## src/rtl/ahbl_arbiter_pkg.sv

```systemverilog
// ahbl_arbiter_pkg: shared busfabric transfer encodings and per-port field widths
package ahbl_arbiter_pkg;
    localparam logic [1:0] HTRANS_IDLE   = 2'b00;
    localparam logic [1:0] HTRANS_NONSEQ = 2'b10;
    localparam int W_TRANS = 2;
    localparam int W_SIZE  = 3;
    localparam int W_BURST = 3;
    localparam int W_PROT  = 4;
endpackage

```

## src/rtl/ahbl_arb_pick.sv

```systemverilog
// ahbl_arb_pick: one-hot grant from a request vector, round-robin under AHBL_ARBITER_ROUND_ROBIN_EN, fixed lowest-index priority otherwise
module ahbl_arb_pick #(
    parameter int N = 2
) (
`ifdef AHBL_ARBITER_ROUND_ROBIN_EN
    input  logic         clk,
    input  logic         rst_n,
    input  logic         adv,
`endif
    input  logic [N-1:0] req,
    output logic [N-1:0] grant
);
`ifdef AHBL_ARBITER_ROUND_ROBIN_EN
    logic [N-1:0] last;
    logic [N-1:0] hi;
    // requests above the last winner go first, otherwise wrap to the lowest requester
    always_comb begin
        hi = req & ~((last << 1) - N'(1));
        grant = (hi != '0) ? hi & (~hi + N'(1)) : req & (~req + N'(1));
    end
    // one-hot last-grant pointer, resets to the top port so port 0 is searched first
    always_ff @(posedge clk)
        if (!rst_n) last <= N'(1) << (N - 1);
        else if (adv) last <= grant;
`else
    // lowest set request bit wins
    always_comb grant = req & (~req + N'(1));
`endif
endmodule

```

## src/rtl/ahbl_arbiter.sv

```systemverilog
// ahbl_arbiter: AHB-lite N:1 arbiter with per-port address-phase buffers; round-robin when AHBL_ARBITER_ROUND_ROBIN_EN is defined
module ahbl_arbiter
    import ahbl_arbiter_pkg::*;
#(
    parameter int N_PORTS = 2,
    parameter int W_ADDR  = 32,
    parameter int W_DATA  = 32
) (
    input  logic                        clk,
    input  logic                        rst_n,
    input  logic [N_PORTS-1:0]          src_hready,
    output logic [N_PORTS-1:0]          src_hready_resp,
    output logic [N_PORTS-1:0]          src_hresp,
    input  logic [N_PORTS*W_ADDR-1:0]   src_haddr,
    input  logic [N_PORTS*W_DATA-1:0]   src_hwdata,
    input  logic [N_PORTS-1:0]          src_hwrite,
    input  logic [N_PORTS*W_TRANS-1:0]  src_htrans,
    input  logic [N_PORTS*W_SIZE-1:0]   src_hsize,
    input  logic [N_PORTS*W_BURST-1:0]  src_hburst,
    input  logic [N_PORTS*W_PROT-1:0]   src_hprot,
    input  logic [N_PORTS-1:0]          src_hmastlock,
    output logic [N_PORTS*W_DATA-1:0]   src_hrdata,
    output logic                        dst_hready,
    input  logic                        dst_hready_resp,
    input  logic                        dst_hresp,
    output logic [W_ADDR-1:0]           dst_haddr,
    output logic                        dst_hwrite,
    output logic [W_TRANS-1:0]          dst_htrans,
    output logic [W_SIZE-1:0]           dst_hsize,
    output logic [W_BURST-1:0]          dst_hburst,
    output logic [W_PROT-1:0]           dst_hprot,
    output logic                        dst_hmastlock,
    output logic [W_DATA-1:0]           dst_hwdata,
    input  logic [W_DATA-1:0]           dst_hrdata
);
    localparam int W_AP = W_ADDR + 1 + W_TRANS + W_SIZE + W_BURST + W_PROT + 1;
    logic [W_AP-1:0]    live_ap [N_PORTS];
    logic [W_AP-1:0]    buf_ap  [N_PORTS];
    logic [W_AP-1:0]    sel_ap  [N_PORTS];
    logic [W_AP-1:0]    win_ap;
    logic [W_AP-1:0]    ap_q;
    logic [W_AP-1:0]    out_ap;
    logic [N_PORTS-1:0] live_req;
    logic [N_PORTS-1:0] req;
    logic [N_PORTS-1:0] elig;
    logic [N_PORTS-1:0] grant;
    logic [N_PORTS-1:0] buf_valid;
    logic [N_PORTS-1:0] grant_d;
    for (genvar i = 0; i < N_PORTS; i++) begin : g_port
        assign live_ap[i] = {src_haddr[i*W_ADDR +: W_ADDR], src_hwrite[i],
                             src_htrans[i*W_TRANS +: W_TRANS], src_hsize[i*W_SIZE +: W_SIZE],
                             src_hburst[i*W_BURST +: W_BURST], src_hprot[i*W_PROT +: W_PROT],
                             src_hmastlock[i]};
        assign live_req[i] = src_hready[i] && src_htrans[i*W_TRANS +: W_TRANS] != HTRANS_IDLE;
        assign sel_ap[i] = buf_valid[i] ? buf_ap[i] : live_ap[i];
        assign src_hready_resp[i] = grant_d[i] ? dst_hready_resp : !buf_valid[i];
        assign src_hrdata[i*W_DATA +: W_DATA] = dst_hrdata;
    end
    assign req = live_req | buf_valid;
    assign elig = ap_q[0] ? req & grant_d : req;
    assign src_hresp = grant_d & {N_PORTS{dst_hresp}};
    assign dst_hready = dst_hready_resp;
    assign out_ap = dst_hready_resp ? win_ap : ap_q;
    assign {dst_haddr, dst_hwrite, dst_htrans, dst_hsize, dst_hburst, dst_hprot, dst_hmastlock} = out_ap;
    ahbl_arb_pick #(.N(N_PORTS)) u_pick (
`ifdef AHBL_ARBITER_ROUND_ROBIN_EN
        .clk   (clk),
        .rst_n (rst_n),
        .adv   (dst_hready_resp && grant != '0),
`endif
        .req   (elig),
        .grant (grant)
    );
    // one-hot selects: winning address phase by current grant, write data by data-phase owner
    always_comb begin
        win_ap = '0;
        dst_hwdata = '0;
        for (int k = 0; k < N_PORTS; k++) begin
            win_ap = win_ap | (grant[k] ? sel_ap[k] : '0);
            dst_hwdata = dst_hwdata | (grant_d[k] ? src_hwdata[k*W_DATA +: W_DATA] : '0);
        end
    end
    // capture losing or stalled live requests, track data-phase owner and the issued address phase
    always_ff @(posedge clk) begin
        if (!rst_n) begin
            buf_valid <= '0;
            grant_d <= '0;
            ap_q <= '0;
        end else begin
            for (int k = 0; k < N_PORTS; k++) begin
                if (live_req[k] && !(dst_hready_resp && grant[k])) begin
                    buf_valid[k] <= 1'b1;
                    buf_ap[k] <= live_ap[k];
                end else if (dst_hready_resp && grant[k]) begin
                    buf_valid[k] <= 1'b0;
                end
            end
            if (dst_hready_resp) begin
                grant_d <= grant;
                ap_q <= win_ap;
            end
        end
    end
endmodule

```

## config.mk

```make
export PLATFORM = sky130hd
export DESIGN_NAME = ahbl_arbiter
export DESIGN_NICKNAME = d
export VERILOG_FILES = /design/src/rtl/ahbl_arbiter_pkg.sv /design/src/rtl/ahbl_arb_pick.sv /design/src/rtl/ahbl_arbiter.sv
export SDC_FILE = /design/constraint.sdc
export NUM_CORES = 1
export LEC_CHECK = 0
export CORE_AREA = 4 4 131 133
export DETAILED_ROUTE_END_ITERATION = 16
export DIE_AREA = 0 0 135 137
export DONT_BUFFER_PORTS = 1
export PLACE_DENSITY = 0.61
export RECOVER_POWER = 25
export SYNTH_ARGS = -nofsm -noshare
export SYNTH_HDL_FRONTEND = slang
export SYNTH_SLANG_ARGS = --single-unit
```

## constraint.sdc

```tcl
create_clock -name clk -period 16.5 [get_ports clk]
set_input_delay 4.125 -clock clk [delete_from_list [all_inputs] [get_ports clk]]
set_output_delay 4.125 -clock clk [all_outputs]
set_load 0.05 [all_outputs]
```

==> impl_metrics.csv <==
group,metric,value,unit
synth,synth.avg_cell_area,12.2,µm²
placed_design,place_area,6890,µm²
cts,numCtsBuffers,17,
global_routing,grt_pass1_wl,31.3,mm
cts,clock-sinks,142,
sta,finalMaxSlewViolations,71,
finish,syn_to_final_growth,2.95,%
pwr,p_leak,2.62,nW
finish,stdcell_area,7460,µm²
global_routing,grt_usage,23.1,%
critical_path,path_class,"input port to output port",
critical_path,r2r_slack,12.21,ns
floorplan,die_area,18500,µm²
synth,synthXorXnorAreaFrac,0,%
synth,yosysSeqAreaShare,51.9,%
synth,synth_top_area_share,38.1,%
finish,drive_above_1_share,9.94,%
cts,cts_setup_buffers,0,
floorplan,core_area,15800,µm²
cts,clkTransAtPathRegs,0.06,ns
finish,layout_common_cells,"edfxtp_1 (92), a22o_1 (76), dfxtp_1 (48)",
finish,fill_cells,1382,
cts,cts_root_buf,"clkbuf_16",
hold_path,whs_endpoint,"buf_valid[0]",
global_routing,overflow,0,
synth,synth-adder-area-share,0,%
critical_path,crit_arrival,8.36,ns
critical_path,worstPathMaxFanout,49,
critical_path,critPathLaunchType,"input port",
finish,mostFrequentLayoutCell,"edfxtp_1",
cts,insertion_delay,0.42,ns
status,violations,"max-capacitance violations, max-slew violations",
global_routing,grt_antenna_before_repair,1,
detailed_routing,wirelength,22.1,mm
detailed_routing,drc_errors,0,
global_routing,grt_pass1_vias,4535,
floorplan,die_x,135,µm
placed_design,gp_congestion,0.849,
pwr,p_per_area,130,nW/µm²
synth,synth-edff-count,92,
placed_design,dp_hpwl,16.3,mm
detailed_routing,vias,4516,
detailed_routing,post_drt_wl_per_cell,29.9,µm
sta,fin_crit,12.48,ns
critical_path,worstSetupEndpointType,"output port",
finish,fin_nets,704,
hold_path,min_from,"buf_valid[0]",
sta,setup_violations,0,
cts,clockBufferDepth,2,
floorplan,die_y,137,µm
cts,ctsResizeCount,0,
critical_path,r2r-start,"grant_d[0]",
floorplan,num_rows,46,
hold_path,holdPathStages,2,
synth,muxShareOfSynthArea,13.2,%
synth,synthSimpleGateAreaFrac,9.20,%
synth,synth_nets,788,
synth,synth_area,7250,µm²
placed_design,dp.cells,707,
cts,ctsHoldBuffers,0,
sta,grt_setup_unrepaired,"false",
detailed_routing,drt_iter0_drc,238,
cts,tritoncts,"built",
global_routing,grt_max_degree,50,
detailed_routing,first_pass_iters,5,
floorplan,ios,341,
synth,async_flop_share,0,%
synth,ys_seq_elements,142,
synth,synth.largest_area_cell,"edfxtp_1",
critical_path,ff2ff_path_depth,5,
pwr,irDropWorstVdd,0.0995,mV
run,max_cap_violations,2,
sta,final_hold_viol_count,0,
synth,synth_cell_types,32,
finish,antenna_cells,0,
sta,hold_ws,0.516,ns
hold_path,hold_path_class,"register to register",
synth,synth_ff_type,"edfxtp_1",
critical_path,cp.required,12.38,ns
sta,fmax,80.1,MHz
synth,synth_compound_area_share,15.4,%
synth,synthCells,594,
sta,max_slew.worst_pin.slew,2.61,ns
cts,cts_htree_levels,4,
sta,post-route-period-util,75.7,%
detailed_routing,final_antenna_net_count,0,
critical_path,timing.rr.end,"ap_q[34]",
synth,synth_top_family_by_area,"compound AO/OA/AOI/OAI gates",
sta,slew_headroom,-75.1,%
finish,layout.cells.non_filler,739,
detailed_routing,viasPerCell,6.11,
placed_design,io_buffers,0,
synth,synthTopCellsByArea,"edfxtp_1 (38%), dfxtp_1 (14%), a22o_1 (9.2%)",
floorplan,start_util,45.8,%
synth,ys_warn_count,0,
sta,finalSetupTns,0,ns
status,status,"finished with violations",
sta,fin_skew,0.0159,ns
-- worst max-delay path by stage --
| stage | to | startpoint | slack [ns] | cells past startpoint |
|---|---|---|---|---|
| global route | dst_haddr[25] | dst_hready_resp | 3.81 | 5 |
| detailed placement | dst_haddr[25] | dst_hready_resp | 5.91 | 5 |
| finish | dst_haddr[25] | dst_hready_resp | 4.02 | 5 |
| floorplan | dst_haddr[0] | src_htrans[0] | 6.94 | 6 |
| CTS | dst_haddr[25] | dst_hready_resp | 5.91 | 5 |
| global placement | dst_haddr[25] | dst_hready_resp | 6.00 | 5 |
-- per-stage QoR --
step | utilization (%) | total power (W) | worst slack (ns)
floorplan | - | 0.000614 | 6.94
global placement | 43.5 | 0.000595 | 6.00
detailed placement | 43.5 | 0.000598 | 5.91
CTS | 47.2 | 0.000976 | 5.91
global route | 47.1 | 0.00100 | 3.81
finish | 47.1 | 0.000967 | 4.02
-- per-layer routing --
| layer | vias to the layer above | GRT usage [%] | wire length [µm] |
|---|---|---|---|
| li1 | 2027 | - | - |
| met1 | 2209 | 27.2 | 8090 |
| met2 | 253 | 37.0 | 10800 |
| met3 | 25 | 12.9 | 2890 |
| met4 | 2 | 5.43 | 246 |
| met5 | - | 0 | 13 |
-- cell families after synthesis --
logic type,after synthesis
flip-flops,142
multiplexers,90
buffers and inverters,118
AND/OR/NAND/NOR,109
AO/OA/AOI/OAI,135
-- area by class of cell --
type,count,area [µm²],area share (%)
Multi-Input combinational cell,334,2750,36.9
Sequential cell,142,3770,50.5
Inverter,5,18.8,0.252
Tap cell,216,270,3.62
Clock buffer,22,485,6.51
Clock inverter,10,100,1.34
Timing Repair Buffer,10,71.3,0.956
-- sequential cells by signal, indices dropped and copies added, names as in the netlist --
signal     cells
buf_ap        92
grant_d        2
ap_q          46
buf_valid      2
-- where the power goes --
part	leakage, nW	switching, W	internal (W)
logic	1.07	0.000138	0.0000444
clock network	0.288	0.000152	0.000227
registers	1.26	0.00000802	0.000398
-- cells in the mapped netlist, types with 2 or more instances --
| cell | number |
|---|---|
| a21oi_1 | 4 |
| a22o_1 | 76 |
| a22oi_1 | 2 |
| and2_1 | 2 |
| buf_2 | 21 |
| buf_4 | 66 |
| buf_6 | 4 |
| clkbuf_1 | 20 |
| dfxtp_1 | 50 |
| edfxtp_1 | 92 |
| inv_1 | 2 |
| inv_2 | 3 |
| mux2_1 | 44 |
| mux2i_1 | 46 |
| nand2_1 | 6 |
| nor2_1 | 5 |
| nor3_1 | 4 |
| nor4_1 | 44 |
| o21a_1 | 45 |
| o21ai_0 | 2 |
| or2_1 | 44 |
| or4_4 | 2 |
-- critical path, cell delays in order --
cell and delay, ns:
inv_1 0.68, a211oi_1 2.28, buf_4 0.58, a22o_1 0.20, or2_1 0.45
No activity file was read; power rests on OpenSTA's default activity.
